--- config.mk ---
export PLATFORM = sky130hd
export DESIGN_NAME = pipe_ctrl
export DESIGN_NICKNAME = d
export VERILOG_FILES = /design/src/rtl/pipe_ctrl_pkg.sv /design/src/rtl/pipe_ctrl_hazard_detect.sv /design/src/rtl/pipe_ctrl.sv
export SDC_FILE = /design/constraint.sdc
export NUM_CORES = 1
export LEC_CHECK = 0
export CAP_MARGIN = 25
export CORE_MARGIN = 2
export CORE_UTILIZATION = 43
export CTS_CLUSTER_SIZE = 10
export DETAILED_ROUTE_END_ITERATION = 10
export HOLD_SLACK_MARGIN = 0.12
export PLACE_DENSITY_LB_ADDON = 0.08
export SYNTH_ARGS = -nofsm -noshare
export SYNTH_HDL_FRONTEND = slang
export SYNTH_SLANG_ARGS = --single-unit
--- constraint.sdc ---
create_clock -name clk_i -period 1.7 [get_ports clk_i]
set_input_delay 0.255 -clock clk_i [delete_from_list [all_inputs] [get_ports clk_i]]
set_output_delay 0.255 -clock clk_i [all_outputs]
set_load 0.01 [all_outputs]
--- src/rtl/pipe_ctrl_pkg.sv ---
// Shared types and constants for the pipeline sequencer.
package pipe_ctrl_pkg;

    // Memory-access sequencing states.
    typedef enum logic [1:0] {
        RUN  = 2'd0,
        REQ  = 2'd1,
        DONE = 2'd2
    } state_t;

    // Default abort limit, in cycles spent waiting in REQ.
    localparam int DEF_TIMEOUT = 255;

    // Register $0 is hard-wired to zero, so it never creates a hazard.
    localparam logic [4:0] REG_ZERO = 5'd0;

endpackage

--- src/rtl/pipe_ctrl_hazard_detect.sv ---
// Load-use hazard compare between the load in EX and the sources in ID.
module pipe_ctrl_hazard_detect
    import pipe_ctrl_pkg::*;
(
    input  logic [4:0] rs_addr,
    input  logic [4:0] rt_addr,
    input  logic [4:0] rd_addr,
    input  logic       ex_mem_read,
    output logic       load_use
);

    // A load writing a non-zero register that the ID instruction reads.
    always_comb begin
        load_use = ex_mem_read && (rd_addr != REG_ZERO) &&
                   ((rd_addr == rs_addr) || (rd_addr == rt_addr));
    end

endmodule

--- src/rtl/pipe_ctrl.sv ---
// Pipeline sequencer: memory handshake FSM, hazard/branch priority and stall counter.
// Handshake: DMem_Req_o is held high from the cycle after the access is
// seen until the cycle DMem_Ack_i is sampled high (or the wait is aborted);
// an ack is honoured only while DMem_Req_o is high, and RData_Latch_o marks
// the single cycle in which both are high.
module pipe_ctrl
    import pipe_ctrl_pkg::*;
#(
    parameter int TIMEOUT = DEF_TIMEOUT,
    parameter int TO_W    = 8,
    parameter int CNT_W   = 32
) (
    input  logic             clk_i,
    input  logic             rst_i,
    input  logic [4:0]       IF_ID_RsAddr_i,
    input  logic [4:0]       IF_ID_RtAddr_i,
    input  logic [4:0]       ID_EX_RdAddr_i,
    input  logic             ID_EX_MemRead_i,
    input  logic             Branch_Taken_i,
    input  logic             MEM_MemRead_i,
    input  logic             MEM_MemWrite_i,
    input  logic             DMem_Ack_i,
    output logic             DMem_Req_o,
    output logic             RData_Latch_o,
    output logic             PC_Stall_o,
    output logic             IF_ID_Stall_o,
    output logic             IF_ID_Flush_o,
    output logic             ID_EX_Flush_o,
    output logic             EX_MEM_Stall_o,
    output logic             MEM_WB_Bubble_o,
    output logic             Mem_Err_o,
    output logic [CNT_W-1:0] Stall_Cnt_o,
    output state_t           state_o
);

    state_t            state, state_next;
    logic              req;
    logic              mem_err;
    logic              timed_out;
    logic [TO_W-1:0]   to_cnt;
    logic [CNT_W-1:0]  stall_cnt;

    logic              mem_acc;
    logic              mem_stall;
    logic              load_use;
    logic              lu_active;
    logic              timeout_hit;
    logic              pc_stall;

    assign mem_acc = MEM_MemRead_i | MEM_MemWrite_i;

    pipe_ctrl_hazard_detect u_hazard_detect (
        .rs_addr     (IF_ID_RsAddr_i),
        .rt_addr     (IF_ID_RtAddr_i),
        .rd_addr     (ID_EX_RdAddr_i),
        .ex_mem_read (ID_EX_MemRead_i),
        .load_use    (load_use)
    );

    // Next-state: wait in REQ for ack or abort after TIMEOUT cycles; DONE lasts one cycle.
    always_comb begin
        state_next  = state;
        timeout_hit = 1'b0;
        case (state)
            RUN: begin
                if (mem_acc) state_next = REQ;
            end
            REQ: begin
                if (DMem_Ack_i) begin
                    state_next = DONE;
                end else if (to_cnt == TO_W'(TIMEOUT - 1)) begin
                    timeout_hit = 1'b1;
                    state_next  = DONE;
                end
            end
            DONE: begin
                state_next = RUN;
            end
            default: begin
                state_next = RUN;
            end
        endcase
    end

    // Control outputs by priority: mem stall, then load-use, then branch; all zero in reset.
    always_comb begin
        mem_stall       = mem_acc && (state != DONE);
        lu_active       = load_use && !mem_stall;
        pc_stall        = mem_stall || lu_active;
        PC_Stall_o      = rst_i && pc_stall;
        IF_ID_Stall_o   = rst_i && pc_stall;
        ID_EX_Flush_o   = rst_i && lu_active;
        IF_ID_Flush_o   = rst_i && Branch_Taken_i && !mem_stall && !load_use;
        EX_MEM_Stall_o  = rst_i && mem_stall;
        MEM_WB_Bubble_o = rst_i && (mem_stall || ((state == DONE) && timed_out));
    end

    // State, request, timeout tracking and saturating stall counter.
    always_ff @(posedge clk_i or negedge rst_i) begin
        if (!rst_i) begin
            state     <= RUN;
            req       <= 1'b0;
            mem_err   <= 1'b0;
            timed_out <= 1'b0;
            to_cnt    <= '0;
            stall_cnt <= '0;
        end else begin
            state <= state_next;
            req   <= (state_next == REQ);
            if ((state != REQ) && (state_next == REQ)) begin
                to_cnt <= '0;
            end else if (state == REQ) begin
                to_cnt <= to_cnt + 1'b1;
            end
            if (timeout_hit) begin
                mem_err   <= 1'b1;
                timed_out <= 1'b1;
            end else if (state == DONE) begin
                timed_out <= 1'b0;
            end
            if (pc_stall && (stall_cnt != {CNT_W{1'b1}})) begin
                stall_cnt <= stall_cnt + 1'b1;
            end
        end
    end

    assign DMem_Req_o    = req;
    assign RData_Latch_o = req & DMem_Ack_i;
    assign Mem_Err_o     = mem_err;
    assign Stall_Cnt_o   = stall_cnt;
    assign state_o       = state;

endmodule

After elaboration in Yosys (flattened, before gate mapping)
Index checks and enable logic that the tools add are counted.

Bits in registers: 45. Input bits: 22. Logic and storage cells: 53.

Add/sub/neg operators: 2. Bitwise operators: 2. Mux-type cells: 11. Reductions and logical operators: 23. Equal/unequal tests: 9.

Operators with widths (count): 32-bit by 1-bit adder with 32-bit output, second input constant (1); 32-bit inequality test, second input constant (1); 8-bit two-way mux (2); 1-bit logical AND (14); 5-bit equality test (2); 8-bit by 1-bit adder with 8-bit output, second input constant (1); 8-bit equality test, second input constant (1); 2-bit two-way mux (3); 1-bit two-way mux (5); 5-bit nonzero test (1); 2-bit by 1-bit equality test with 1-bit output, second input constant (2); 2-bit one-hot mux with 2 select lines (1); 2-bit nonzero test (2); 1-bit logical OR (3); 2-bit equality test, second input constant (1); 1-bit logical NOT (2); 2-bit logical NOT (1); 2-bit by 1-bit inequality test with 1-bit output, second input constant (1); 2-bit inequality test, second input constant (1); 1-bit bitwise AND (1); 1-bit bitwise OR (1).

Longest topological paths before layout
Gate-level depths: netlist of the first run.

Depth after elaboration: 7. Mapped depth: 7.

Cells and area by module
From an unflattened synthesis of the first run, not the netlist that was laid out.

Cell total of the unflattened synthesis: 228. Area total of the unflattened synthesis: 2363.5 µm².

Modules (own cells, without submodules): pipe_ctrl (cells an instance 211, area each 2238.4 µm², instances 1, sequential area each 1126.1 µm²); pipe_ctrl_hazard_detect (cells an instance 17, area each 125.1 µm², instances 1, sequential area each 0.0 µm²).

Least setup slack after synthesis of the first run
Ideal clock, no wire load.

Path kind: register -> register. Start: reg stall_cnt[0], in the netlist Stall_Cnt_o[0]. End: reg stall_cnt[1], in the netlist Stall_Cnt_o[1]. Path slack: -0.223 ns. Arrival time: 1.796 ns. Stages on the path, launching flop included: 7. Period minus slack after synthesis: 1.923 ns. Buffers on the path: 0. Required time: 1.572 ns. Cells stage by stage: dfrtp_1 -> ha_1 -> and4_1 -> nand4_1 -> nor3_4 -> nor2_2 -> mux2_1.

Cells in the longest elaborated chain, start to end: 2.

Ends and longest elaborated chain: start: declaration (line pipe_ctrl.sv:41) `logic [CNT_W-1:0] stall_cnt;`; start signal: assignment (line pipe_ctrl.sv:122) `stall_cnt <= stall_cnt + 1'b1;`; parallel branches: the longest is 2 deep, another holds 32-bit by 1-bit adder with 32-bit output.

Several ways; the timed one is not identified. A chain may end at the register's enable or synchronous reset.

Worst setup path after layout of the first run
Start: reg stall_cnt[1], in the netlist Stall_Cnt_o[1]. End: reg stall_cnt[3], in the netlist Stall_Cnt_o[3].

Same word-level chain as after synthesis.

==> results_dict.tcl, run 1 <==
set metrics [dict create \
    ys_seq_area_share_pct 47.1 \
    path_clk_slew_ps 100 \
    r2r-start "Stall_Cnt_o[1]" \
    setup_viol_count_final 28 \
    synth_nets 268 \
    drt_iter0_markers 82 \
    r2r_end "Stall_Cnt_o[3]" \
    period_share_pct 108 \
    startpoint_type "flop" \
    design.core.area_um2 5440 \
    yosys-top-cells-count "dfrtp_1 (45), xor2_1 (42), nor2_1 (24)" \
    post-synth-top-count-cell "dfrtp_1" \
    rsz0062_at_grt "yes" \
    yosysTopAreaCellShare_pct 47.1 \
    yosysUniqueCellTypes 36 \
    vdd_drop_max_v 0.000787 \
    start_util_pct 43.9 \
    cts_buffers 5 \
    synthTopCellsByArea "dfrtp_1 (47%), xor2_1 (15%), nor3_1 (4.4%)" \
    fin_worst_skew_ps 10.9 \
    worst_pin_slew_ps 572 \
    antenna_found_initial 0 \
    period_needed_ps 1840 \
    cp.required_ps 1880 \
    dp_hpwl_mm 4.38 \
    fin_ws_ps -136 \
    drc_errors 0 \
    arrival_ps 2010 \
    rows 27 \
    grt_pass1_wl_mm 10.5 \
    ios 65 \
    port_buffers 64 \
    relSlewSlack_pct 61.9 \
    cts-htree-levels 2 \
    hold_violations 0 \
    synth_warnings 0 \
    layout-drive-gt1-share_pct 36.1 \
    gp_congestion 0.800 \
    cts_max_path_buffers 2 \
    num_vias 2320 \
    dr.pass1.iters 4 \
    clk_latency_ps 300 \
    design_area_um2 3960 \
    outcome "complete, but fails checks" \
    avgViaCountPerCell 5.11 \
    tritoncts "yes" \
    wl_per_cell_um 14.0 \
    synth.ff_latch_count 45 \
    grt_usage_pct 21.6 \
    globalRouteOverflowTotal 0 \
    p_leak_uw 0.00193 \
    critical_path_class "flop to flop" \
    synth_ff_type "dfrtp_1" \
    powerDensity_nw_per_um2 989 \
    fin_nets 406 \
    dp_slack_ps -790 \
    timing_max_transition_violations_final 0 \
    hold_ws_ps 83.7 \
    synth-edff-count 0 \
    path_max_fanout 16 \
    crit_path_end_kind "flop" \
    timing.fmax_mhz 545 \
    avgSynthCellArea_um2 9.83 \
    place_area_um2 3590 \
    die_h_um 78.6 \
    violations "setup timing" \
    netlist_area_um2 2390 \
    die_area_um2 6170 \
    wl_mm 6.38 \
    root_buffer "clkbuf_8" \
    clock_sinks 45 \
    drtAntennaViolNets 0 \
    post-place-cells 436 \
    reg2regPathDepth 8 \
    ys_async_sr_fraction_pct 100 \
    holdCritPathClass "input pin to asynchronous set/reset pin" \
    cap_violations 0 \
    hold_buffers 0 \
    area_growth_pct 65.8 \
    yosys.area.top_type "dfrtp_1" \
    synthCells 243 \
    n_antenna_cell 0 \
    grt_start_max_net_pins 46 \
    instances_no_fill 454 \
    ff2ff_setup_slack_ps -140 \
    chipWidth_um 78.6 \
    grt_pass1_vias 2268 \
]
-- worst max-delay path, stage by stage (launching register included) --
cell and delay, ps:
dfrtp_1 370, ha_2 200, and4_4 240, nand4_1 140, buf_6 170, nor3_4 190, buf_12 200, nor3b_1 70
xor2_1 140
-- kinds of logic (layout without fill, tap and decap cells) --
logic type | count (synthesis) | after routing | share of synthesized area (%)
mux | 1 | 1 | 0.471
fa+ha+maj | 3 | 3 | 1.57
compound gates | 15 | 15 | 4.03
buf+inv | 11 | 150 | 2.67
flops | 45 | 45 | 47.1
xor+xnor | 47 | 47 | 17.2
simple gates | 121 | 121 | 26.9
-- layer usage --
metal	vias to the layer above	global-route usage [%]	part of all wire [%]	wire, µm
li1	1126	-	-	-
met1	1117	27.9	43	2730
met2	67	36.5	50	3210
met3	10	4.25	5.0	322
met4	0	7.02	1.8	114
met5	-	0	0	0
-- registers in the layout (all words and copies together), names as in the netlist --
name / count
DMem_Req_o: 1
Mem_Err_o: 1
Stall_Cnt_o: 32
state_o: 2
timed_out: 1
to_cnt: 8
-- through the flow --
stage	utilization (%)	setup TNS [ps]	total power, µW
floorplan	-	-3350	1980
global placement	66.0	-23050	2800
CTS	70.7	-1680	3880
finish	72.9	-3050	3920
global route	72.9	-5720	4160
detailed placement	66.0	-23860	2840
-- power breakdown --
| group | leakage (µW) | internal [µW] | total, µW | switching [µW] |
|---|---|---|---|---|
| combinational | 0.00127 | 833 | 1550 | 719 |
| clock | 0.0000687 | 592 | 987 | 395 |
| sequential | 0.000593 | 1250 | 1380 | 130 |
-- layout by cell type, fill, tap and decap left out, drive strengths merged, types with 3 or more instances in the layout --
cell	instances
and2	3
and3	5
and4	5
buf	84
clkbuf	8
clkdlybuf4s15	5
clkdlybuf4s50	40
dfrtp	45
dlygate4sd2	3
ha	3
inv	6
nand2	16
nand3	18
nand4	9
nor2	25
nor3	23
nor3b	3
nor4	6
o21ai	6
or3	3
xnor2	5
xor2	42
-- what timing repair did --
item / 4_1_cts / 5_1_grt
buffers inserted: 5 / 7
endpoints found under the setup margin: 38 / 39
pin swaps: 17 / 29
resized for setup: 80 / 31
-- worst max path at each step --
stage / slack [ps] / to / cells after the start / startpoint
2_1_floorplan: -190 / Stall_Cnt_o[1] / 6 / Stall_Cnt_o[17]
3_3_place_gp: -760 / IF_ID_Flush_o / 5 / ID_EX_RdAddr_i[0]
3_5_place_dp: -790 / IF_ID_Flush_o / 5 / ID_EX_RdAddr_i[0]
4_1_cts: -110 / Stall_Cnt_o[30] / 8 / Stall_Cnt_o[1]
5_1_grt: -240 / Stall_Cnt_o[2] / 8 / Stall_Cnt_o[0]
6_report: -140 / Stall_Cnt_o[3] / 8 / Stall_Cnt_o[1]
-- cell type report --
cell class                 count  area, µm²
clock buffer                   5       68.8
clock inverter                 3       68.8
fill                         422       1480
inverter                       5       18.8
multi-input combinational    187       1430
sequential                    45       1130
tap                           72       90.1
timing repair buffer         137       1160
Note: power is estimated with default switching activity, not from simulation.
==> run 2: changes to the inputs <==
--- a/config.mk
+++ b/config.mk
@@ -6,12 +6,12 @@
 export NUM_CORES = 1
 export LEC_CHECK = 0
 export CAP_MARGIN = 25
-export CORE_MARGIN = 2
 export CORE_UTILIZATION = 43
-export CTS_CLUSTER_SIZE = 10
+export CTS_CLUSTER_SIZE = 16
 export DETAILED_ROUTE_END_ITERATION = 10
 export HOLD_SLACK_MARGIN = 0.12
 export PLACE_DENSITY_LB_ADDON = 0.08
+export RECOVER_POWER = 100
 export SYNTH_ARGS = -nofsm -noshare
 export SYNTH_HDL_FRONTEND = slang
 export SYNTH_SLANG_ARGS = --single-unit
==> run 2 against run 1 <==
  * The flow still finishes with violations (setup timing)
  * Sequential power hardly changed
  * Setup slack got worse by 35 ps
  * Sequential share of layout area shrank 0.89 points
  * First-iteration DRC count up 2.4%
  * Clock skew decreased by 5.5 ps
  * Final cell count is 2.0% higher
  * Clock power is 35% lower
  * Combinational power about the same
  * Sequential cell count unchanged
  * Non-clock buffer count grew 11
  * Cell area up 3.2%
==> results_dict.tcl, run 2 (synthesis results as in run 1) <==
set metrics [dict create \
    drtAntennaViolNets 0 \
    tritoncts "yes" \
    hold_ws_ps 453 \
    timing.fmax_mhz 535 \
    cts_max_path_buffers 2 \
    rows 26 \
    fin_nets 417 \
    globalRouteOverflowTotal 0 \
    design.core.area_um2 5240 \
    arrival_ps 2060 \
    layout_commonest_cell "buf_4" \
    timing_max_transition_violations_final 0 \
    ff2ff_setup_slack_ps -170 \
    vdd_drop_max_v 0.000852 \
    dp_hpwl_mm 4.58 \
    relSlewSlack_pct 47.1 \
    startpoint_type "flop" \
    clock_sinks 45 \
    powerDensity_nw_per_um2 869 \
    grt_pass1_vias 2379 \
    holdCritPathClass "flop to flop" \
    cts-htree-levels 2 \
    path_max_fanout 8 \
    cp.required_ps 1890 \
    n_antenna_cell 0 \
    grt_start_max_net_pins 23 \
    area_growth_pct 71.2 \
    grt_pass1_wl_mm 11.1 \
    wl_per_cell_um 14.6 \
    critical_path_class "flop to flop" \
    die_h_um 76.6 \
    multiInputGateArea_um2 1520 \
    r2r-start "Stall_Cnt_o[1]" \
    crit_path_end_kind "flop" \
    dp_slack_ps -805 \
    drt_iter0_markers 84 \
    period_needed_ps 1870 \
    die_area_um2 5860 \
    violations "setup timing" \
    r2r_end "Stall_Cnt_o[1]" \
    largest_register_ffs 32 \
    setup_viol_count_final 30 \
    antenna_found_initial 0 \
    port_buffers 64 \
    final_cell_mix "buf_4 (58), dfrtp_1 (43), xor2_1 (41)" \
    fin_worst_skew_ps 5.33 \
    dr.pass1.iters 4 \
    drc_errors 0 \
    rsz0062_at_grt "yes" \
    chipWidth_um 76.6 \
    num_vias 2359 \
    reg2regPathDepth 8 \
    tns_ps -3160 \
    start_util_pct 45.6 \
    p_leak_uw 0.00197 \
    worst_pin_slew_ps 793 \
    path_clk_slew_ps 80 \
    clk_latency_ps 300 \
    root_buffer "clkbuf_8" \
    gp_congestion 0.842 \
    layout-drive-gt1-share_pct 37.2 \
    hold_violations 0 \
    fin_ws_ps -171 \
    outcome "complete, but fails checks" \
    wl_mm 6.76 \
    n_fill_cell 359 \
    period_share_pct 110 \
    startpoint "Stall_Cnt_o[1]" \
    seq_area_um2 1130 \
    cts_buffers 5 \
    grt_usage_pct 24.2 \
    ios 65 \
    fin_util_pct 78.1 \
    avgViaCountPerCell 5.10 \
    timing.critical_path.to "Stall_Cnt_o[1]" \
    cap_violations 0 \
]
[run 2: cell count changes in the layout (fill, tap and decap cells not counted), sizes merged]
cell	previous run	this run
clkbuf	8	21
clkdlybuf4s15	5	2
dlygate4sd3	0	19
buf	84	87
inv	6	5
bufinv	2	0
dlymetal6s2s	2	0
clkdlybuf4s50	40	24
[run 2: critical path, stage by stage, from the launching register on]
cell and delay [ps]:
dfrtp_1 370, ha_2 200, and4_4 220, nand4_1 110
buf_4 180, nor3_4 170, buf_12 170, nor2_4 40
mux2_4 290
[run 2: where the power goes]
| group | switching [µW] | internal, µW |
|---|---|---|
| clock | 349 | 292 |
| sequential | 120 | 1250 |
| combinational | 736 | 806 |
| total | 1210 | 2350 |
[run 2: worst min-delay path by stage]
stage / from / endpoint / slack [ps] / cells past startpoint
global placement: rst_i / Stall_Cnt_o[30] / 270 / 2
floorplan: rst_i / DMem_Req_o / -40 / 0
CTS: Mem_Err_o / Mem_Err_o / 460 / 1
finish: Mem_Err_o / Mem_Err_o / 450 / 1
global route: Mem_Err_o / Mem_Err_o / 490 / 1
detailed placement: rst_i / Stall_Cnt_o[30] / 270 / 2
[run 2: metrics by stage]
stage / area, µm² / total power (µW) / instances
2_1_floorplan: 2430 / 1980 / 243
3_3_place_gp: 3720 / 2840 / 450
3_5_place_dp: 3720 / 2870 / 450
4_1_cts: 3980 / 3560 / 461
5_1_grt: 4090 / 3760 / 463
6_report: 4090 / 3560 / 463
[run 2: area by class of cell]
type	instances	share of cell area (%)
Tap cell	70	2.14
Sequential cell	45	27.6
Timing Repair Buffer	148	30.6
Inverter	5	0.459
Multi-Input combinational cell	187	37.3
Clock buffer	8	1.96
[run 2: layer usage]
metal	GRT usage (%)	wire length (µm)	vias to the layer above
met5	0	0	-
met4	8.08	96	0
met3	4.31	309	9
met2	41.5	3380	74
met1	30.8	2970	1133
li1	-	-	1143
[run 2: what timing repair did]
action | CTS | global route
pin swaps | 29 | 28
setup endpoints to repair | 38 | 40
gates resized for setup | 115 | 32
setup buffers | 2 | 2
hold endpoints to repair | 45 | 0
hold buffers | 1 | 0
